### src/rtl/dmem_bus_bridge.sv
// dmem_bus_bridge
//   Bridges the core's single-cycle MEM-stage data port (ce/we/addr/wdata) onto a
//   valid/ready request channel and a valid/ready response channel. The core is
//   stalled until the access completes. Misaligned accesses are rejected locally.
//   A REQ+WAIT timeout aborts stuck accesses. A response that arrives after a WAIT
//   timeout is drained before the next request is issued.
// Ports
//   clk, rst             clock, asynchronous active-high reset
//   core_ce_i/we_i       access request / store select
//   core_addr_i          byte address (must be word aligned)
//   core_wdata_i         store data
//   core_rdata_o         load data, valid in the completion cycle only
//   core_stall_o         pipeline freeze while an access is pending
//   core_err_o           one-cycle error pulse at completion (misaligned / timeout)
//   bus_req_*            request channel (valid/ready handshake, registered payload)
//   bus_resp_*           response channel (valid/ready handshake, read data)
module dmem_bus_bridge #(
  parameter int unsigned TIMEOUT = 255
) (
  input  logic        clk,
  input  logic        rst,
  input  logic        core_ce_i,
  input  logic        core_we_i,
  input  logic [31:0] core_addr_i,
  input  logic [31:0] core_wdata_i,
  output logic [31:0] core_rdata_o,
  output logic        core_stall_o,
  output logic        core_err_o,
  output logic        bus_req_valid_o,
  input  logic        bus_req_ready_i,
  output logic        bus_req_we_o,
  output logic [31:0] bus_req_addr_o,
  output logic [31:0] bus_req_wdata_o,
  input  logic        bus_resp_valid_i,
  input  logic [31:0] bus_resp_rdata_i,
  output logic        bus_resp_ready_o
);

  // Counter must be able to hold TIMEOUT itself: a handshake in the last REQ
  // cycle moves into WAIT with the count already past the limit.
  localparam int unsigned CNT_W = (TIMEOUT > 0) ? $clog2(TIMEOUT + 1) : 1;
  localparam logic [CNT_W-1:0] CNT_LAST = CNT_W'(TIMEOUT - 1);

  typedef enum logic [2:0] {
    S_IDLE,
    S_REQ,
    S_WAIT,
    S_DONE,
    S_DRAIN
  } state_t;

  state_t             state_q;
  logic               we_q;
  logic [31:0]        addr_q;
  logic [31:0]        wdata_q;
  logic [31:0]        rdata_q;
  logic               err_q;
  logic               stale_q;
  logic [CNT_W-1:0]   cnt_q;
  logic               timeout_hit;

  // Budget exhausted; ">=" also covers WAIT entered on the final REQ cycle.
  assign timeout_hit = (TIMEOUT != 0) && (cnt_q >= CNT_LAST);

  // Control FSM with request/response capture.
  always_ff @(posedge clk or posedge rst) begin
    if (rst) begin
      state_q <= S_IDLE;
      we_q    <= 1'b0;
      addr_q  <= '0;
      wdata_q <= '0;
      rdata_q <= '0;
      err_q   <= 1'b0;
      stale_q <= 1'b0;
      cnt_q   <= '0;
    end else begin
      case (state_q)
        S_IDLE: begin
          if (core_ce_i) begin
            we_q    <= core_we_i;
            addr_q  <= core_addr_i;
            wdata_q <= core_wdata_i;
            rdata_q <= '0;
            if (core_addr_i[1:0] != 2'b00) begin
              err_q   <= 1'b1;
              state_q <= S_DONE;
            end else begin
              err_q   <= 1'b0;
              cnt_q   <= '0;
              // An abandoned response is still owed by the bus: absorb it first.
              state_q <= stale_q ? S_DRAIN : S_REQ;
            end
          end
        end
        S_REQ: begin
          cnt_q <= cnt_q + CNT_W'(1);
          if (bus_req_ready_i) begin
            state_q <= S_WAIT;
          end else if (timeout_hit) begin
            err_q   <= 1'b1;
            rdata_q <= '0;
            state_q <= S_DONE;
          end
        end
        S_WAIT: begin
          cnt_q <= cnt_q + CNT_W'(1);
          if (bus_resp_valid_i) begin
            rdata_q <= we_q ? 32'h0 : bus_resp_rdata_i;
            err_q   <= 1'b0;
            state_q <= S_DONE;
          end else if (timeout_hit) begin
            err_q   <= 1'b1;
            rdata_q <= '0;
            stale_q <= 1'b1;
            state_q <= S_DONE;
          end
        end
        S_DONE: begin
          state_q <= S_IDLE;
        end
        S_DRAIN: begin
          if (bus_resp_valid_i) begin
            stale_q <= 1'b0;
            cnt_q   <= '0;
            state_q <= S_REQ;
          end
        end
        default: begin
          state_q <= S_IDLE;
        end
      endcase
    end
  end

  // Stall follows ce in IDLE so the core freezes in the request cycle itself;
  // reset forces it low because ce may still be held high by the core.
  always_comb begin
    core_stall_o = 1'b0;
    case (state_q)
      S_IDLE:                 core_stall_o = core_ce_i & ~rst;
      S_REQ, S_WAIT, S_DRAIN: core_stall_o = 1'b1;
      default:                core_stall_o = 1'b0;
    endcase
  end

  // Remaining outputs are pure decodes of registered state.
  assign core_rdata_o     = (state_q == S_DONE) ? rdata_q : 32'h0;
  assign core_err_o       = (state_q == S_DONE) & err_q;
  assign bus_req_valid_o  = (state_q == S_REQ);
  assign bus_req_we_o     = we_q;
  assign bus_req_addr_o   = addr_q;
  assign bus_req_wdata_o  = wdata_q;
  assign bus_resp_ready_o = (state_q == S_WAIT) || (state_q == S_DRAIN);

endmodule

### config.mk
export PLATFORM = sky130hd
export DESIGN_NAME = dmem_bus_bridge
export DESIGN_NICKNAME = d
export VERILOG_FILES = /design/src/rtl/dmem_bus_bridge.sv
export SDC_FILE = /design/constraint.sdc
export NUM_CORES = 1
export LEC_CHECK = 0
export CAP_MARGIN = 20
export CELL_PAD_IN_SITES_DETAIL_PLACEMENT = 2
export CELL_PAD_IN_SITES_GLOBAL_PLACEMENT = 2
export CORE_MARGIN = 2
export CORE_UTILIZATION = 26
export DETAILED_ROUTE_END_ITERATION = 6
export PLACE_DENSITY_LB_ADDON = 0.1
export SLEW_MARGIN = 40
export SYNTH_ARGS = -nofsm -noshare
export SYNTH_HDL_FRONTEND = slang
export SYNTH_SLANG_ARGS = --single-unit
export TNS_END_PERCENT = 100
### constraint.sdc
create_clock -name clk -period 4.5 [get_ports clk]
set_input_delay 0.9 -clock clk [delete_from_list [all_inputs] [get_ports clk]]
set_output_delay 0.9 -clock clk [all_outputs]
set_load 0.01 [all_outputs]
After elaboration in Yosys (flattened, before gate mapping)
Cells that the tools add are included. Widths: inputs -> output; s select.

Word-level logic and storage cells: 66. Input port bits: 102. Register bits: 110. Output and inout port bits: 101.

Equal/unequal tests: 10. Reductions and logical operators: 13. Bitwise gates (word level): 3. Add/subtract/negate cells: 1. Muxes and demuxes: 30. Magnitude comparators: 1.

Operator list (number): $mux 32 (6); $pmux 32 s3 (1); $mux 8 (3); $pmux 8 s3 (1); $mux 3 (7); $ne 2x2->1 const B (6); $pmux 3 s4 (1); $add 8x1->8 const B (1); $ge 8x8->1 const B (1); $mux 1 (8); $reduce_and 4->1 (2); $eq 3x2->1 const B (2); $reduce_bool 3->1 (2); $pmux 1 s2 (2); $reduce_and 2->1 (2); $reduce_bool 2->1 (2); $eq 3x1->1 const B (1); $eq 3x3->1 const B (1); $logic_not 3->1 (1); $pmux 1 s3 (1); $reduce_and 3->1 (1); $reduce_or 3->1 (1); $and 1x1->1 (2); $reduce_or 2->1 (1); 2 further kinds (2).

Logic depth before layout (Yosys ltp)
Gate-level depths: netlist (run 1).

Depth after elaboration: 4. Mapped depth: 6.

Least setup slack after synthesis (run 1)
OpenSTA, ideal clock, no wires.

Path type: register to output. Start point: reg state_q[0]. End point: out core_rdata_o[10]. Path slack: 2.301 ns. Stages on the path, launching flop included: 7. Path buffers: 3. Arrival: 1.299 ns. Data required time: 3.600 ns. Cell sequence: dfrtp_1 buf_6 buf_2 nand2b_1 nor2_1 clkbuf_1 and2_1.

Word-level cells in the longest chain between the ends: 2.

Ends and longest elaborated chain: start, declared (RTL line 52) `state_t state_q;`; start signal, assigned (RTL line 91) `state_q <= stale_q ? S_DRAIN : S_REQ;`; $eq 3x2->1 (RTL line 147) `assign core_rdata_o = (state_q == S_DONE) ? rdata_q : 32'h0;`; $mux 32 (RTL line 147); end, declared (RTL line 26) `output logic [31:0] core_rdata_o,`.

No other way between the ends.

Worst setup path in the final report (run 1)
Start point: reg state_q[1]. End point: out core_rdata_o[22].

Same word-level chain as after synthesis.

==> summary.md, run 1 <==
After floorplanning, the core was divided into 49 placement rows. The combined global-route utilization of all metal layers came out at 0.151. The sequential cells in the finished layout cover a total of 2750 sq um. The total wire length after detailed routing is 14100 microns.

Slew at the pin with the worst max-slew slack: 0.742 ns. For the share of the yosys chip area belonging to registers, the log shows 0.586. The number of global-route vias before repair came out at 4099. The horizontal extent of the die is 138 microns, and the number of cells on the worst reg-to-reg path is 4. The first TritonRoute pass finished after 4 iterations.

After synthesis the cells add up to 4700 sq um. CTS built an H-tree with a depth of 3. The share of cells above drive strength 1 was 0.173.

The leading cell type in the layout, fill and taps excluded was sky130_fd_sc_hd__clkdlybuf4s50_1. The finished layout holds 784 standard cells, fillers aside. The clock passes through at most 2 buffers.

After floorplanning, the core was sized to cover 17800 sq um. sky130_fd_sc_hd__dfrtp_1 takes more of the synthesized area than any other cell. Overall power consumption after layout is estimated at 4690 uW. The net count of the finished layout is 654. The most used flip-flop cell after synthesis is sky130_fd_sc_hd__dfrtp_1. The logs give 0.506 for the headroom to the max-slew limit and 10100 microns for the HPWL reported at the end of detailed placement. For the number of max-cap violations, the log shows 0.

The share of the clock period used by the worst path was 0.737; the average size of a mapped cell was 13.3 sq um. Traced cell by cell, the critical path runs through inv_1 -> nor2_1 -> buf_4 -> and2_1 -> clkdlybuf4s50_1. The logs give 23000 microns for the first-pass GRT wire length and 768 for the placed instance count.

The largest net degree at the start of global routing was 63; the area of the die was 19200 sq um. Buffers placed on the I/O ports in this run total 202. After clock tree synthesis, the repair step resized 0 gates.

The largest single stage delay on the critical path is 0.70 ns. For the final-report hold violation count, the log shows 0. The run gives 0.00299 uW as the leakage power summed over all cells. The tools report the category of the worst setup path capture point as an output pin. In this run the power density over the cells is 647 nW/um^2. In this run the post-CTS setup repair buffer count came out at 0. Synthesis instantiated 41 different standard cells from the library. From bottom edge to top edge, the die measures 138 microns. For the final count of negative-setup-slack endpoints, the log shows 0. TritonCTS built the clock tree. In this run the worst setup path terminates at core_rdata_o[22]. The multi-input combinational cells in the finished layout cover a total of 1780 sq um.

The run gives 457 as the net count after synthesis. Setup slack on the worst reg-to-reg path comes out at 2.13 ns. Dividing the detail-routed wire length by the instance count gives 18.0 microns. The class of the most critical setup path is flip-flop to output pin. For the fill cell total of the finished layout, the log shows 1758. Synthesis warning total: 0. In this run, the number of DRC markers left after iteration 0 of detailed routing was 69. In this run the worst hold path is classified as flip-flop to flip-flop. In the layout the commonest cells are sky130_fd_sc_hd__clkdlybuf4s50_1 (202), sky130_fd_sc_hd__dfrtp_1 (110), sky130_fd_sc_hd__mux2_2 (65). Post-layout worst setup margin: 1.18 ns. The start of the worst register-to-register path is state_q[0].

For the worst setup path, the data required time is 3.60 ns. On the final layout, the worst clock skew is 0.00560 ns. The total overflow left after global routing is 0.

Setup repair after global routing left no endpoint under its margin. The number of hold buffers added after CTS came out at 0. The flow ran to the end, and the final reports show no timing, DRC or antenna violations. The slowest stage cell on the critical path is sky130_fd_sc_hd__dfrtp_1. Ratio of routed vias to standard cells: 4.62. The tools report the later-pin clock latency in the skew report as 0.35 ns.

The worst setup path is launched from a flip-flop. The biggest fanout along the worst timing path is 33, and the worst voltage drop across the vdd grid is 0.216 mV. Counting I/O delays and the setup requirement, the final critical path takes 3.32 ns. The root buffer cell chosen for the clock tree is sky130_fd_sc_hd__clkbuf_16. The run gives 0.301 GHz as the highest clock frequency the design can meet. The proportion of synthesized flip-flops having asynchronous set or reset was 1.00; the post-route core utilization was 0.406.

Pin placement for this block handled 203 I/O pins. The effective utilization at floorplan is 0.263. The area growth from synthesis to layout is 54.2%. The number of antenna diodes in the final layout is 0. In the routed design, unresolved DRC markers number 0.

For the weighted congestion reported at the end of routability-driven placement, the log shows 0.753. The post-route setup TNS is 0 ns, and the count of vias placed by the detailed router is 3622. The share of the synthesized area in the top cell type is 0.586. The initial antenna violation count was 0. The synthesized design contains 0 enable-type register cells. Counting every sink on the clock net gives 110.

The post-CTS clock slew at the launch and capture registers of the worst setup and hold paths was 0.07 ns. The endpoint arrival time on the critical path was 2.42 ns; the number of register bits inferred by synthesis was 110. TritonCTS created 9 clock buffers.

The cell count after synthesis came out at 353. The critical path starts at state_q[1]. Yosys attributes the largest share of cell area to sky130_fd_sc_hd__dfrtp_1 (59%), sky130_fd_sc_hd__mux2_2 (16%), sky130_fd_sc_hd__a22o_1 (6.0%). Endpoint of the worst register-to-register path: bus_req_addr_o[23]. Before CTS, the worst setup slack after placement is 1.18 ns.

The max-slew violation count was 0; the antenna violation net count after detailed routing was 0.
==> flip-flops by register name, indices dropped and copies added, names as in the netlist <==
name / count
bus_req_addr_o: 32
state_q: 3
cnt_q: 8
rdata_q: 32
stale_q: 1
err_q: 1
bus_req_we_o: 1
bus_req_wdata_o: 32
==> where the power goes <==
group | leakage [uW] | total, uW | switching (uW) | internal [uW]
clock | 0.000157 | 842 | 374 | 469
sequential | 0.00137 | 1780 | 306 | 1470
combinational | 0.00146 | 2070 | 844 | 1220
total | 0.00299 | 4690 | 1520 | 3160
==> how the worst min path moves through the flow <==
stage | slack (ns) | depth (start not counted) | startpoint | endpoint
floorplan | 0.46 | 1 | rdata_q[0] | rdata_q[0]
global placement | 0.47 | 1 | rdata_q[16] | rdata_q[16]
detailed placement | 0.48 | 1 | rdata_q[15] | rdata_q[15]
CTS | 0.50 | 1 | rdata_q[16] | rdata_q[16]
global route | 0.52 | 1 | rdata_q[3] | rdata_q[3]
finish | 0.49 | 1 | rdata_q[16] | rdata_q[16]
==> cell families after synthesis <==
family                   after synthesis  synth area share
flip-flops                           110             0.586
AND/OR/NAND/NOR                       78            0.0975
AO/OA/AOI/OAI                         70             0.116
multiplexers                          65             0.156
buffers and inverters                 26            0.0357
XOR/XNOR                               2           0.00373
adder cells (fa/ha/maj)                2           0.00533
==> area by class of cell <==
type                       instances  area share
sequential                       110       0.380
timing repair buffer             207       0.288
tap                              229      0.0395
clock inverter                     5     0.00898
clock buffer                      11      0.0349
multi-input combinational        217       0.246
inverter                           5     0.00294
==> stage by stage <==
step / hold slack (ns) / instance area, sq um
after CTS: 0.500 / 7250
after detailed placement: 0.478 / 6930
after global routing: 0.517 / 7250
final: 0.491 / 7250
after global placement: 0.474 / 6930
after floorplan: 0.458 / 4700
==> routing by layer <==
metal  part of all wire  track usage  routed length [microns]
met5                  0            0                        0
met4              0.014       0.0542                      195
met3              0.071       0.0381                     1010
met2               0.46        0.235                     6470
met1               0.46        0.204                     6460
==> worst max-delay path: cells and delay by family (launching register included) <==
kind / cells / cell delay [ns]
DFF: 1 / 0.70
and+or+nand+nor: 2 / 0.33
buffers and inverters: 3 / 1.02
==> cell usage after synthesis (all sizes together) (2+ instances only) <==
cell / instances
dfrtp: 110
mux2: 65
and2: 35
a22o: 32
buf: 17
o21ai: 16
nor2: 9
nand2: 8
a21boi: 7
or3: 7
inv: 5
a21oi: 4
clkbuf: 4
nand2b: 4
and3: 2
and4: 2
ha: 2
nand3: 2
nor2b: 2
nor3: 2
nor3b: 2
o221ai: 2
or2: 2
xnor2: 2
Note: power is estimated with default switching activity, not from simulation.
==> inputs of run 2 (changes only) <==
- CORE_UTILIZATION: 26 -> 24
- clock period: 4.5 -> 2.8 ns (I/O delays scaled with it)
==> run 2 against run 1 <==
- core utilization fell by 2.7 points
- sequential share of layout area fell by 0.46 points
- critical path depth fell by 1
- cell count rose by 5.7%
- first-iteration DRC count rose by 46%
- flip-flop and latch count did not move
- hold slack improved by 0.0062 ns
- via count fell by 0.39%
- clock skew rose by 0.0035 ns
- register-to-register slack got worse by 1.3 ns
- critical endpoint is now core_stall_o
- highest routed layer unchanged
==> summary.md, run 2 (synthesized netlist as in run 1, its figures left out) <==
The number of primary I/O pins is 203, and the combinational power share is 0.457. The run gives 0.142 as the combined global-route utilization of all metal layers. For this run, the post-layout net count is 663. The count of buffers added on input and output ports is 202. The weighted congestion reported at the end of routability-driven placement was 0.724; the height of the die was 144 microns. The critical path in this run is classified as flip-flop to output pin. The biggest fanout along the worst timing path is 16. The library cells used most frequently in the layout, excluding fill and tap cells, are sky130_fd_sc_hd__clkdlybuf4s50_1 (202), sky130_fd_sc_hd__dfrtp_1 (110), sky130_fd_sc_hd__mux2_2 (65).

After floorplanning, the core was sized to cover 19300 sq um. The number of setup buffers added after CTS is 0. The ratio of routed vias to standard cells works out to 4.35. TritonCTS built the clock tree.

Count of instances resized after the clock tree is built: 0. The detailed router placed 3608 vias in this run. VDD sags by at most 0.319 mV. The highest clock frequency the design can meet is 0.380 GHz.

The share of the clock period used by the worst path was 0.939; the number of global-route vias before repair was 4011. Entering global routing, the biggest net connects 63 pins. The headroom to the max-slew limit came out at 0.559. The initial antenna violation count is 0, and the switching part of the total power is 0.332.

The number of max-cap violations came out at 0. Time the worst path needs with I/O delays and setup: 2.63 ns. Setup repair after global routing left no endpoint under its margin. The maximum number of buffers from clock root to sink is 2, and the required arrival time at the worst endpoint is 2.24 ns. The detailed-route wire length per cell came out at 17.7 microns.

The number of detailed-route iterations in the first pass is 3, and the antenna violation net count after detailed routing is 0. The min-delay analysis places its worst path in the category flip-flop to flip-flop. In this run the clock root is driven by a sky130_fd_sc_hd__clkbuf_16. For the worst-skew pair, the clock arrives at the later sink with an insertion delay of 0.36 ns. The clock arrives with 0.00907 ns of skew. The number of hold buffers added after CTS was 0. The die is 144 microns wide. After clock tree synthesis, the clock-pin slew on the worst setup and hold paths is 0.08 ns.

The number of clock sinks seen by CTS was 110; the DRC violation count after routing was 0. The clock network fraction of design power is 0.171, and the number of clock buffers inserted by TritonCTS is 9. Deepest level of the CTS H-tree: 3.

The floorplan step defined a die boundary enclosing 20700 sq um. The first-pass GRT wire length was 22500 microns. The library cell used most frequently in the layout, excluding fill and tap cells, is sky130_fd_sc_hd__clkdlybuf4s50_1.

The worst setup path is launched from a flip-flop. The run finished with clean final reports. The logs give 0.372 for the sequential group share of total power and 0 for the final count of negative-setup-slack endpoints.

The highest cell delay on the worst timing path came out at 0.49 ns. The repair_antennas step left the layout with diodes totalling 0. Post-route core utilization: 0.379. Among all stages on the critical path, the largest delay is contributed by sky130_fd_sc_hd__clkdlybuf4s50_1. The overflow left after global routing was 0. The leakage power summed over all cells was 0.00301 uW; the slew at the pin with the worst max-slew slack was 0.662 ns. The share of cells above drive strength 1 works out to 0.186. Endpoint arrival time on the critical path: 2.07 ns. Adding up every negative setup slack in the final design gives 0 ns.

The max-slew violation count was 0. The violation count after the first detailed-routing iteration was 101. The total net switching power was 2500 uW.

For the final-report hold violation count, the log shows 0. The tools report the category of the worst setup path capture point as an output pin. Summed over all layers, the routed wires come to 14600 microns. The number of rows created at floorplan came out at 51.

Internal power comes to 5020 uW. The effective utilization at floorplan was 0.243. The area growth from synthesis to layout is 56.1%. The signal on the critical path passes through buf_4 -> or3_4 -> o211a_1 -> clkdlybuf4s50_1. The worst slack on hold paths is 0.497 ns, and the areal power density over the cells is 1020 nW/um^2. The HPWL reported at the end of detailed placement is 10700 microns.
[run 2: worst paths after layout]
kind | start | end | slack, ns | cells after the start
max | state_q[2] | core_stall_o | 0.17 | 4
min | rdata_q[4] | rdata_q[4] | 0.50 | 1
max reg2reg | state_q[0] | bus_req_addr_o[6] | 0.78 | 5
min reg2reg | rdata_q[4] | rdata_q[4] | 0.50 | 1
max in group asynchronous | rst | rdata_q[10] | 1.52 | 3
min in group asynchronous | rst | state_q[2] | 0.67 | 3
[run 2: metrics by stage]
| stage | instances | setup slack, ns | instance area [sq um] | total power [uW] |
|---|---|---|---|---|
| finish | 829 | 0.171 | 7340 | 7520 |
| global route | 829 | 0.0182 | 7340 | 8070 |
| CTS | 829 | 0.119 | 7340 | 7690 |
| detailed placement | 813 | 0.338 | 7040 | 6340 |
| global placement | 813 | 0.301 | 7040 | 6230 |
| floorplan | 353 | 0.911 | 4700 | 4520 |
[run 2: final cells by class]
type | instances | area [sq um]
clock buffer | 10 | 239
clock inverter | 6 | 53.8
fill | 2011 | 12000
inverter | 5 | 22.5
multi-input combinational | 217 | 1780
sequential | 110 | 2750
tap | 265 | 332
timing repair buffer | 216 | 2150
[run 2: per-layer routing]
layer / part of all wire / global-route usage
met1: 0.43 / 0.180
met4: 0.019 / 0.0573
met3: 0.086 / 0.0397
met2: 0.47 / 0.229
met5: 0 / 0
[run 2: power by group through the flow]
stage | Combinational [uW] | Sequential, uW | Clock [uW]
after detailed placement | 3510 | 2830 | 0
after CTS | 3520 | 2820 | 1350
after global routing | 3730 | 2930 | 1410
after global placement | 3440 | 2790 | 0
after floorplan | 1550 | 2970 | 0
final | 3440 | 2790 | 1290
[run 2: worst max-delay path, delay by kind of cell (launching register included)]
kind,cells,cell delay (ns)
AOI/OAI and AO/OA,1,0.23
buffers and inverters,2,0.68
DFF,1,0.38
and+or+nand+nor,1,0.42
